`src/rtl/serial_addsub_pkg.sv`:
```
// Shared types for the bit-serial adder/subtractor.
package serial_addsub_pkg;

    typedef enum logic [1:0] {
        ST_IDLE = 2'd0,
        ST_RUN  = 2'd1,
        ST_DONE = 2'd2
    } state_e;

endpackage

```
`src/rtl/serial_addsub_unit_fa.sv`:
```
// One-bit full adder built from two gate-level half adders and an OR.
module full_adder_cell (
    input  logic a,
    input  logic b,
    input  logic c_in,
    output logic sum,
    output logic c_out
);
    logic s1, c1, c2;

    // first half adder: a + b
    xor g_ha1_s (s1, a, b);
    and g_ha1_c (c1, a, b);
    // second half adder: partial sum + carry in
    xor g_ha2_s (sum, s1, c_in);
    and g_ha2_c (c2, s1, c_in);
    // at most one half adder can generate a carry
    or  g_cout  (c_out, c1, c2);
endmodule

```
`src/rtl/serial_addsub_unit.sv`:
```
// Bit-serial add/subtract: one full-adder cell, LSB first, WIDTH cycles per result.
module serial_addsub_unit
    import serial_addsub_pkg::*;
#(
    parameter int WIDTH = 4
) (
    input  logic             clk,
    input  logic             rst,
    input  logic             start,
    input  logic             sub,
    input  logic [WIDTH-1:0] a,
    input  logic [WIDTH-1:0] b,
    output logic             busy,
    output logic             done,
    output logic [WIDTH-1:0] sum,
    output logic             c_out,
    output logic             ovf
);
    localparam int IDX_W = (WIDTH > 1) ? $clog2(WIDTH) : 1;

    state_e           state_q, state_d;
    logic [WIDTH-1:0] a_q, a_d, b_q, b_d, r_q, r_d, sum_q, sum_d;
    logic             cy_q, cy_d, c_out_q, c_out_d, ovf_q, ovf_d;
    logic [IDX_W-1:0] idx_q, idx_d;
    logic             fa_s, fa_c, last, load;

    full_adder_cell u_fa (
        .a    (a_q[0]),
        .b    (b_q[0]),
        .c_in (cy_q),
        .sum  (fa_s),
        .c_out(fa_c)
    );

    assign last = (idx_q == IDX_W'(WIDTH - 1));
    // start is only honoured when no operation is in flight
    assign load = start && (state_q == ST_IDLE || state_q == ST_DONE);

    // next-state and datapath updates
    always_comb begin
        state_d = state_q;
        a_d     = a_q;
        b_d     = b_q;
        r_d     = r_q;
        cy_d    = cy_q;
        idx_d   = idx_q;
        sum_d   = sum_q;
        c_out_d = c_out_q;
        ovf_d   = ovf_q;
        case (state_q)
            ST_RUN: begin
                a_d   = a_q >> 1;
                b_d   = b_q >> 1;
                r_d   = {fa_s, r_q[WIDTH-1:1]};
                cy_d  = fa_c;
                idx_d = idx_q + IDX_W'(1);
                if (last) begin
                    // cy_q here is the carry into the MSB
                    sum_d   = r_d;
                    c_out_d = fa_c;
                    ovf_d   = cy_q ^ fa_c;
                    state_d = ST_DONE;
                end
            end
            ST_DONE: state_d = ST_IDLE;
            default: state_d = ST_IDLE;
        endcase
        // subtraction is a + ~b + 1: invert b and seed the carry with 1
        if (load) begin
            a_d     = a;
            b_d     = sub ? ~b : b;
            cy_d    = sub;
            idx_d   = '0;
            state_d = ST_RUN;
        end
    end

    // state and datapath registers
    always_ff @(posedge clk) begin
        if (rst) begin
            state_q <= ST_IDLE;
            a_q     <= '0;
            b_q     <= '0;
            r_q     <= '0;
            cy_q    <= 1'b0;
            idx_q   <= '0;
            sum_q   <= '0;
            c_out_q <= 1'b0;
            ovf_q   <= 1'b0;
        end else begin
            state_q <= state_d;
            a_q     <= a_d;
            b_q     <= b_d;
            r_q     <= r_d;
            cy_q    <= cy_d;
            idx_q   <= idx_d;
            sum_q   <= sum_d;
            c_out_q <= c_out_d;
            ovf_q   <= ovf_d;
        end
    end

    assign busy  = (state_q == ST_RUN);
    assign done  = (state_q == ST_DONE);
    assign sum   = sum_q;
    assign c_out = c_out_q;
    assign ovf   = ovf_q;
endmodule

```
`config.mk`:
```
export PLATFORM = sky130hd
export DESIGN_NAME = serial_addsub_unit
export DESIGN_NICKNAME = d
export VERILOG_FILES = /design/src/rtl/serial_addsub_pkg.sv /design/src/rtl/serial_addsub_unit_fa.sv /design/src/rtl/serial_addsub_unit.sv
export SDC_FILE = /design/constraint.sdc
export NUM_CORES = 1
export LEC_CHECK = 0
export BUFFER_PORTS_ARGS = -buffer_cell sky130_fd_sc_hd__clkbuf_2
export CORE_AREA = 3 3 58 49
export DETAILED_ROUTE_END_ITERATION = 8
export DIE_AREA = 0 0 61 52
export GPL_TIMING_DRIVEN = 0
export PLACE_DENSITY = 0.65
export SYNTH_ARGS = -nofsm -noshare
export SYNTH_HDL_FRONTEND = slang
export SYNTH_SLANG_ARGS = --single-unit
```
`constraint.sdc`:
```
create_clock -name clk -period 1.9 [get_ports clk]
set_clock_uncertainty 0.1 [all_clocks]
set_input_delay 0.19 -clock clk [delete_from_list [all_inputs] [get_ports clk]]
set_output_delay 0.19 -clock clk [all_outputs]
set_load 0.02 [all_outputs]
```
---- Word level (Yosys, flattened, before mapping) ----
Cells that the tools add are included.
word-level totals
  bits in registers ....................... 23
  bits in latches ......................... 0
  bits in writable memories ............... 0
  ROM bits ................................ 0
  input bits .............................. 12
  output and inout bits ................... 8
  logic and storage cells ................. 40
  memories kept ........................... 0
cells by class
  add/sub/neg operators ................... 1
  multipliers ............................. 0
  divide/modulo/power cells ............... 0
  magnitude comparators ................... 0
  eq/ne operators ......................... 4
  shift operators ......................... 0
  mux-type cells .......................... 10
  bitwise gates (word level) .............. 8
  reductions and logical operators ........ 7
operators with widths
  cell                                                                      number
  4-bit two-way mux                                                         5
  1-bit two-way mux                                                         5
  2-bit == test (second input constant)                                     2
  4-bit inverter                                                            1
  3-bit by 1-bit inequality test with 1-bit output (second input constant)  1
  3-bit OR reduction                                                        1
  1-bit XOR                                                                 3
  2-bit by 1-bit adder with 2-bit output (second input constant)            1
  1-bit bitwise AND                                                         2
  2-bit by 1-bit == test with 1-bit output (second input constant)          1
  2-bit zero test                                                           1
  2-bit AND reduction                                                       1
  2-bit nonzero test                                                        1
  2-bit OR reduction                                                        1
  1-bit logical AND                                                         1
  1-bit logical OR                                                          1
  1-bit inverter                                                            1
  1-bit bitwise OR                                                          1

---- Depth between registers and ports, before layout ----
Gate-level depths: netlist of the first run.
  word-level depth ........................ 5
  depth in mapped cells ................... 5
  gate-level depth less buffers ........... 4

---- Modules after synthesis ----
Synthesis of the first run repeated with hierarchy kept, for this count alone.
second synthesis, totals
  cell total of the unflattened synthesis .. 106
  area total of the unflattened synthesis .. 949.7 sq um
modules (own cells, without submodules)
  module              instances  cells an instance  area an instance (sq um)  seq. area each (sq um)
  serial_addsub_unit  1          105                929.6                     440.4
  full_adder_cell     1          1                  20.0                      0.0

---- Least setup slack after synthesis of the first run ----
Ideal clock, no wire load.
  path kind ............................... flip-flop to flip-flop
  start point ............................. register cy_q
  end point ............................... register ovf_q (netlist: ovf)
  library setup time ...................... 0.134 ns
  arrival time ............................ 1.085 ns
  data required time ...................... 1.666 ns
  path slack .............................. 0.582 ns
  cell stages (with the launch flop) ...... 5
  path buffers ............................ 0
  clock period less this slack ............ 1.318 ns
  path through ............................ dfxtp_1 > fa_1 > xor2_1 > nand3_1 > a21oi_1
on the way
  word-level cells in the longest chain between the ends .. 3
RTL lines
  element                 RTL line                     source
  start, declared         serial_addsub_unit.sv:23     logic cy_q, cy_d, c_out_q, c_out_d, ovf_q, ovf_d;
  start signal, assigned  serial_addsub_unit.sv:95     cy_q <= cy_d;
  1-bit bitwise AND       serial_addsub_unit_fa.sv:16  and g_ha2_c (c2, s1, c_in);
  1-bit bitwise OR        serial_addsub_unit_fa.sv:18  or g_cout (c_out, c1, c2);
  via fa_c                serial_addsub_unit.sv:25     logic fa_s, fa_c, last, load;
  1-bit XOR               serial_addsub_unit.sv:61     ovf_d = cy_q ^ fa_c;
  end signal, assigned    serial_addsub_unit.sv:99     ovf_q <= ovf_d;
  end, declared           serial_addsub_unit.sv:23
The timed path passes the listed nets, and every way through them passes these cells.
A chain may end at the register's enable or synchronous reset.

---- Worst setup path after layout of the first run ----
  start point ............................. register state_q[1]
  end point ............................... output port busy
on the way
  word-level cells in the longest chain between the ends .. 1
RTL lines
  element                                   RTL line                   source
  start, declared                           serial_addsub_unit.sv:21   state_e state_q, state_d;
  start signal, assigned                    serial_addsub_unit.sv:91   state_q <= state_d;
  2-bit by 1-bit == test with 1-bit output  serial_addsub_unit.sv:103  assign busy = (state_q == ST_RUN);
  end, declared                             serial_addsub_unit.sv:13   output logic busy,
No other way between the ends.

==> qor.csv, run 1 <==
stage;metric;value;unit
critical_path;Setup CP Type;reg2out;
synthesis;Cells after Synth;106;
run_status;status;complete, no violations;
die;effective utilization at floorplan;0.395;
critical_path;worst r2r src;cy_q$_SDFFE_PP0P_;
finish;area grow syn2layout;16.6;%
finish;fraction of layout cells with a size suffix above 1;0.242;
power_and_ir_drop;maximum VDD drop;0.470;mV
clock_network;CTS tree;yes;
finish;Finished Layout Cells;155;
clock_network;clock root cell;clkbuf_4;
clock_network;Post-CTS Hold Buffers;1;
synthesis;Synth Area in Simple Gates;0.215;
hold_path;Hold Path Origin;a[2];
placed_design;gpl congestion;0.736;
drt;post-route DRC violation count;0;
critical_path;Worst setup EP type;primary output;
synthesis;Cell variety after synth;26;
job;max cap viols;0;
drt;via/cell ratio;5.10;
critical_path;Worst EP arrival;1.32;ns
die;# rows;16;
sta;Final setup viols;0;
sta;Worst-Margin Slew;0.519;ns
sta;max-slew violations;0;
critical_path;CP startpoint kind;register;
synthesis;post-synthesis compound-gate area fraction;0.142;
die;core region area;2380;um^2
grt;number of global-route vias before repair;738;
synthesis;Post-synth EDFFs;0;
critical_path;flop2flop setup slack;0.50;ns
synthesis;ys flop type;dfxtp_1;
synthesis;synth warn;0;
hold_path;min-delay worst type;in2reg;
hold_path;hold path depth;3;
synthesis;multiplexer share of the synthesized area;0.0213;
synthesis;Syn Area/Cell;8.88;um^2
power_and_ir_drop;Int Pwr;0.614;mW
clock_network;CTS sink cnt;22;
die;die width;61;um
placed_design;DPL Wire Length;1390;um
synthesis;syn nets;120;
sta;Peak Freq;619;MHz
grt;first-pass GRT wire length;3210;um
synthesis;xor/xnor share of the synthesized area;0.0559;
drt;Vias;791;
drt;DRT antenna net count;0;
sta;setup_tns;0;ns
critical_path;CP max FO;10;
grt;largest net degree at the start of global routing;12;
sta;Max-slew headroom;0.654;
placed_design;Port Buf Inserts;18;
power_and_ir_drop;power per cell area;757;nW/um^2
power_and_ir_drop;Leakage;0.448;nW
sta;Final min period;1.61;ns
clock_network;latest clock arrival within the worst-skew pair;0.30;ns
synthesis;Async SR Flop Fraction;0;
grt;antenna violations before repair;0;
sta;final hold slack;0.0508;ns
die;# IOs;20;
power_and_ir_drop;sequential share of power;0.600;
sta;RSZ-0062 raised after global routing;false;
placed_design;# placed instances;151;
finish;diodes inserted;0;
die;die height;52;um
critical_path;slowest CP cell;dfxtp_1;
clock_network;CTS Buffer Depth;2;
grt;grt ovf;0;
finish;Layout Nets;144;
power_and_ir_drop;Sw Share;0.262;
clock_network;post-CTS resize count;0;
grt;GRT Resource Usage Total;0.133;
synthesis;Seq/Total Area, Yosys;0.468;
synthesis;largest family of logic cells by synthesized area;simple AND/OR/NAND/NOR gates;
critical_path;Crit path required time;1.61;ns
hold_path;Hold Crit Endpoint;a_q[2]$_SDFFE_PP0P_;
sta;crit share post-route;0.850;
synthesis;Mapped Area;941;um^2
drt;First-pass DRT Iterations;4;
finish;fillcell total;240;
die;die area;3170;um^2
clock_network;postcts setup bufs;0;
critical_path;Reg2Reg Depth;4;
power_and_ir_drop;NetSw;0.217;mW
drt;WL/cell;12.0;um
synthesis;adder-cell share of the synthesized area;0.0346;
critical_path;crit path cell chain;nand2b_2 -> inv_4 -> buf_6 -> clkbuf_2;
clock_network;Worst-path clk slew;0.11;ns
drt;final wirelength;1850;um
power_and_ir_drop;Clock power frac;0.247;
critical_path;reg-to-reg critical path endpoint;ovf$_SDFFE_PP0P_;
clock_network;CTS buffer count;3;
power_and_ir_drop;Logic pwr share;0.153;
drt;Initial DRC Count;8;
synthesis;Yosys reg bits;22;
sta;Fin. Hold Viols;0;
clock_network;htree depth;1;
critical_path;Max stage delay on crit path;0.33;ns
[worst max-delay path: cells and delay by family, from the launching register on]
family / cells / cell delay (ns)
DFF: 1 / 0.33
buffers and inverters: 3 / 0.46
and+or+nand+nor: 1 / 0.23
[final cells by class]
class                           instances  area (um^2)  share of cell area
Multi-Input combinational cell         75          442               0.403
Sequential cell                        22          440               0.401
Timing Repair Buffer                   19          100              0.0912
Buffer                                  8         52.6              0.0479
Tap cell                               27         33.8              0.0308
Clock buffer                            3         22.5              0.0205
Inverter                                1         6.26             0.00570
[stage by stage]
stage / setup slack [ns] / util / total power [mW] / instance area [um^2]
after floorplan: 0.582 / - / 0.599 / 941
after global placement: 0.522 / 0.447 / 0.631 / 1060
after detailed placement: 0.516 / 0.447 / 0.635 / 1060
after CTS: 0.276 / 0.461 / 0.840 / 1100
after global routing: 0.187 / 0.461 / 0.874 / 1100
final: 0.286 / 0.461 / 0.831 / 1100
[layer usage]
| layer | track usage | share of wire | vias to the layer above |
|---|---|---|---|
| met5 | 0 | 0 | - |
| met4 | 0.0217 | 0 | 0 |
| met3 | 0.0447 | 0.050 | 0 |
| met2 | 0.212 | 0.47 | 15 |
| met1 | 0.178 | 0.48 | 367 |
| li1 | - | - | 409 |
[placed cells by master, fill, tap and decap left out]
master and n:
buf_6 2, xnor2_1 1, o21a_1 1, nand3_1 10, inv_4 1, nand3b_1 1, clkbuf_1 1, clkbuf_2 19
fa_1 1, a311oi_2 1, mux2i_1 2, a22oi_1 3, a21oi_1 13, buf_4 1, clkbuf_4 3, ha_1 1
a311oi_1 2, dfxtp_1 22, buf_2 2, dlygate4sd3_1 1, o22ai_1 1, nand2b_2 2, nand2_1 19, nor2_1 5
nor3_1 5, xor2_1 5, buf_1 1, nor2b_1 2
[cells by family after synthesis]
family	after synthesis
flops	22
mux	2
simple gates	44
xor+xnor	6
compound gates	21
fa+ha+maj	2
buf+inv	9
[state kept, by name, indices dropped and copies added, names as in the netlist]
signal / count
cy_q: 1
sum: 4
r_q: 3
c_out: 1
b_q: 4
a_q: 4
idx_q: 2
ovf: 1
state_q: 2
[worst max-delay path by stage]
| stage | end | depth (start not counted) | start |
|---|---|---|---|
| 2_1_floorplan | ovf$_SDFFE_PP0P_ | 4 | cy_q$_SDFFE_PP0P_ |
| 3_3_place_gp | ovf$_SDFFE_PP0P_ | 4 | cy_q$_SDFFE_PP0P_ |
| 3_5_place_dp | ovf$_SDFFE_PP0P_ | 4 | cy_q$_SDFFE_PP0P_ |
| 4_1_cts | busy | 4 | state_q[1]$_SDFFE_PP0P_ |
| 5_1_grt | busy | 4 | state_q[0]$_SDFFE_PP0P_ |
| 6_report | busy | 4 | state_q[1]$_SDFFE_PP0P_ |
[power groups by stage]
stage / Sequential, mW / Clock [mW] / Combinational [mW]
final: 0.499 / 0.205 / 0.127
after global routing: 0.502 / 0.230 / 0.142
after CTS: 0.499 / 0.214 / 0.128
after detailed placement: 0.510 / 0 / 0.126
after global placement: 0.508 / 0 / 0.124
after floorplan: 0.506 / 0 / 0.0933
[synth_stat cells, drive strengths merged (2+ instances only)]
master,instances,area (um^2)
nor3,5,25.0
mux2i,2,20.0
nor2b,2,12.5
nor2,5,18.8
clkbuf,2,8.75
dfxtp,22,440
xor2,5,43.8
a21oi,13,65.1
buf,6,43.8
a311oi,3,32.5
a22oi,3,22.5
nand2,19,71.3
nand3,10,50.1
nand2b,2,17.5
(Power assumes the default switching activity.)
==> run 2: changes to the inputs <==
- PLACE_DENSITY: 0.65 -> 0.68
- clock period: 1.9 -> 1.4 ns (I/O delays scaled with it)
==> qor.csv, run 2 (same netlist as run 1, synthesis figures left out) <==
stage;metric;value;unit
power_and_ir_drop;Overall Power;1.14;mW
finish;Layout Nets;148;
drt;WL/cell;12.7;um
critical_path;CP startpoint kind;register;
sta;Worst-Margin Slew;0.537;ns
critical_path;CP max FO;11;
finish;area grow syn2layout;25.3;%
clock_network;Worst-path clk slew;0.11;ns
grt;grt ovf;0;
die;die height;52;um
drt;First-pass DRT Iterations;4;
power_and_ir_drop;Leakage;0.470;nW
power_and_ir_drop;maximum VDD drop;0.585;mV
die;core region area;2380;um^2
critical_path;flop2flop setup slack;0.09;ns
clock_network;CTS buffer count;3;
sta;crit share post-route;0.948;
drt;DRT antenna net count;0;
power_and_ir_drop;Sw Share;0.260;
finish;most frequent cells in the layout;nand2_1, clkbuf_2, dfxtp_1;
clock_network;latest clock arrival within the worst-skew pair;0.30;ns
run_status;status;complete, no violations;
finish;most common cell after layout, fill and taps aside;nand2_1;
critical_path;Worst setup EP type;primary output;
sta;Final setup viols;0;
sta;Final min period;1.33;ns
drt;final wirelength;2020;um
clock_network;CTS Buffer Depth;2;
die;# rows;16;
critical_path;crit path cell chain;nand2b_4 -> inv_4 -> clkbuf_8;
critical_path;Worst EP arrival;1.09;ns
die;# IOs;20;
power_and_ir_drop;NetSw;0.296;mW
grt;first-pass GRT wire length;3390;um
critical_path;slowest CP cell;dfxtp_2;
drt;post-route DRC violation count;0;
job;max cap viols;0;
critical_path;Setup CP Type;reg2out;
sta;Fin. Hold Viols;0;
finish;fraction of layout cells with a size suffix above 1;0.333;
power_and_ir_drop;power per cell area;967;nW/um^2
placed_design;gpl congestion;0.737;
drt;via/cell ratio;5.11;
sta;final hold slack;0.0326;ns
die;die width;61;um
clock_network;CTS sink cnt;22;
placed_design;DPL Wire Length;1440;um
critical_path;Max stage delay on crit path;0.34;ns
grt;antenna violations before repair;0;
grt;number of global-route vias before repair;790;
clock_network;clock root cell;clkbuf_4;
sta;Peak Freq;753;MHz
sta;Max-slew headroom;0.642;
sta;setup_tns;0;ns
placed_design;Port Buf Inserts;18;
drt;Initial DRC Count;25;
power_and_ir_drop;Logic pwr share;0.163;
power_and_ir_drop;Int Pwr;0.844;mW
finish;diodes inserted;0;
critical_path;Crit path required time;1.16;ns
power_and_ir_drop;sequential share of power;0.597;
sta;RSZ-0062 raised after global routing;false;
drt;Vias;812;
finish;Finished Layout Cells;159;
grt;largest net degree at the start of global routing;12;
clock_network;CTS tree;yes;
hold_path;min-delay worst type;in2reg;
power_and_ir_drop;Clock power frac;0.240;
clock_network;htree depth;1;
sta;max-slew violations;0;
grt;GRT Resource Usage Total;0.143;
die;die area;3170;um^2
placed_design;# placed instances;151;
die;effective utilization at floorplan;0.395;
run 2: through the flow:
step / cell area (um^2) / utilization / setup WS, ns
floorplan: 941 / - / 0.0815
global placement: 1060 / 0.447 / 0.0249
detailed placement: 1060 / 0.447 / 0.0206
CTS: 1130 / 0.475 / 0.00657
global route: 1180 / 0.495 / 0.0103
finish: 1180 / 0.495 / 0.0723
run 2: power by group through the flow:
stage	Combinational (mW)	Clock [mW]	Sequential, mW
6_report	0.186	0.273	0.681
5_1_grt	0.207	0.315	0.685
4_1_cts	0.187	0.290	0.679
3_5_place_dp	0.172	0	0.691
3_3_place_gp	0.166	0	0.690
2_1_floorplan	0.127	0	0.686
run 2: cell type report:
type	instances	area, um^2
plain buffers	7	47.5
inverters	1	6.26
clock buffers	3	22.5
well taps	27	33.8
multi-input cells	75	469
fillers	236	1200
repair buffers	24	149
flip-flops and latches	22	450
run 2: repair_timing:
action / in CTS / in global routing
gates resized for setup: 4 / 13
setup endpoints to repair: 2 / 8
hold endpoints to repair: 2 / 0
pin swaps: 0 / 8
hold buffers: 2 / 0
buffers inserted: 1 / 3
run 2: path summary, 6_finish.rpt:
| path | cells after the start | end | start |
|---|---|---|---|
| setup / recovery | 3 | busy | state_q[1]$_SDFFE_PP0P_ |
| hold / removal | 3 | a_q[0]$_SDFFE_PP0P_ | a[0] |
| setup reg to reg | 5 | cy_q$_SDFFE_PP0P_ | state_q[1]$_SDFFE_PP0P_ |
| hold reg to reg | 2 | sum[0]$_SDFFE_PP0P_ | sum[0]$_SDFFE_PP0P_ |
run 2: worst max-delay path: cells and delay by family (launching register included):
kind	cells	cell delay, ns
buf+inv	2	0.28
flops	1	0.34
simple gates	1	0.16
run 2: routing by layer:
metal,wire length [um],GRT usage,vias up
li1,-,-,416
met1,968,0.180,385
met3,42,0.0372,0
met5,0,0,-
met2,1010,0.244,11
met4,0,0.0325,0
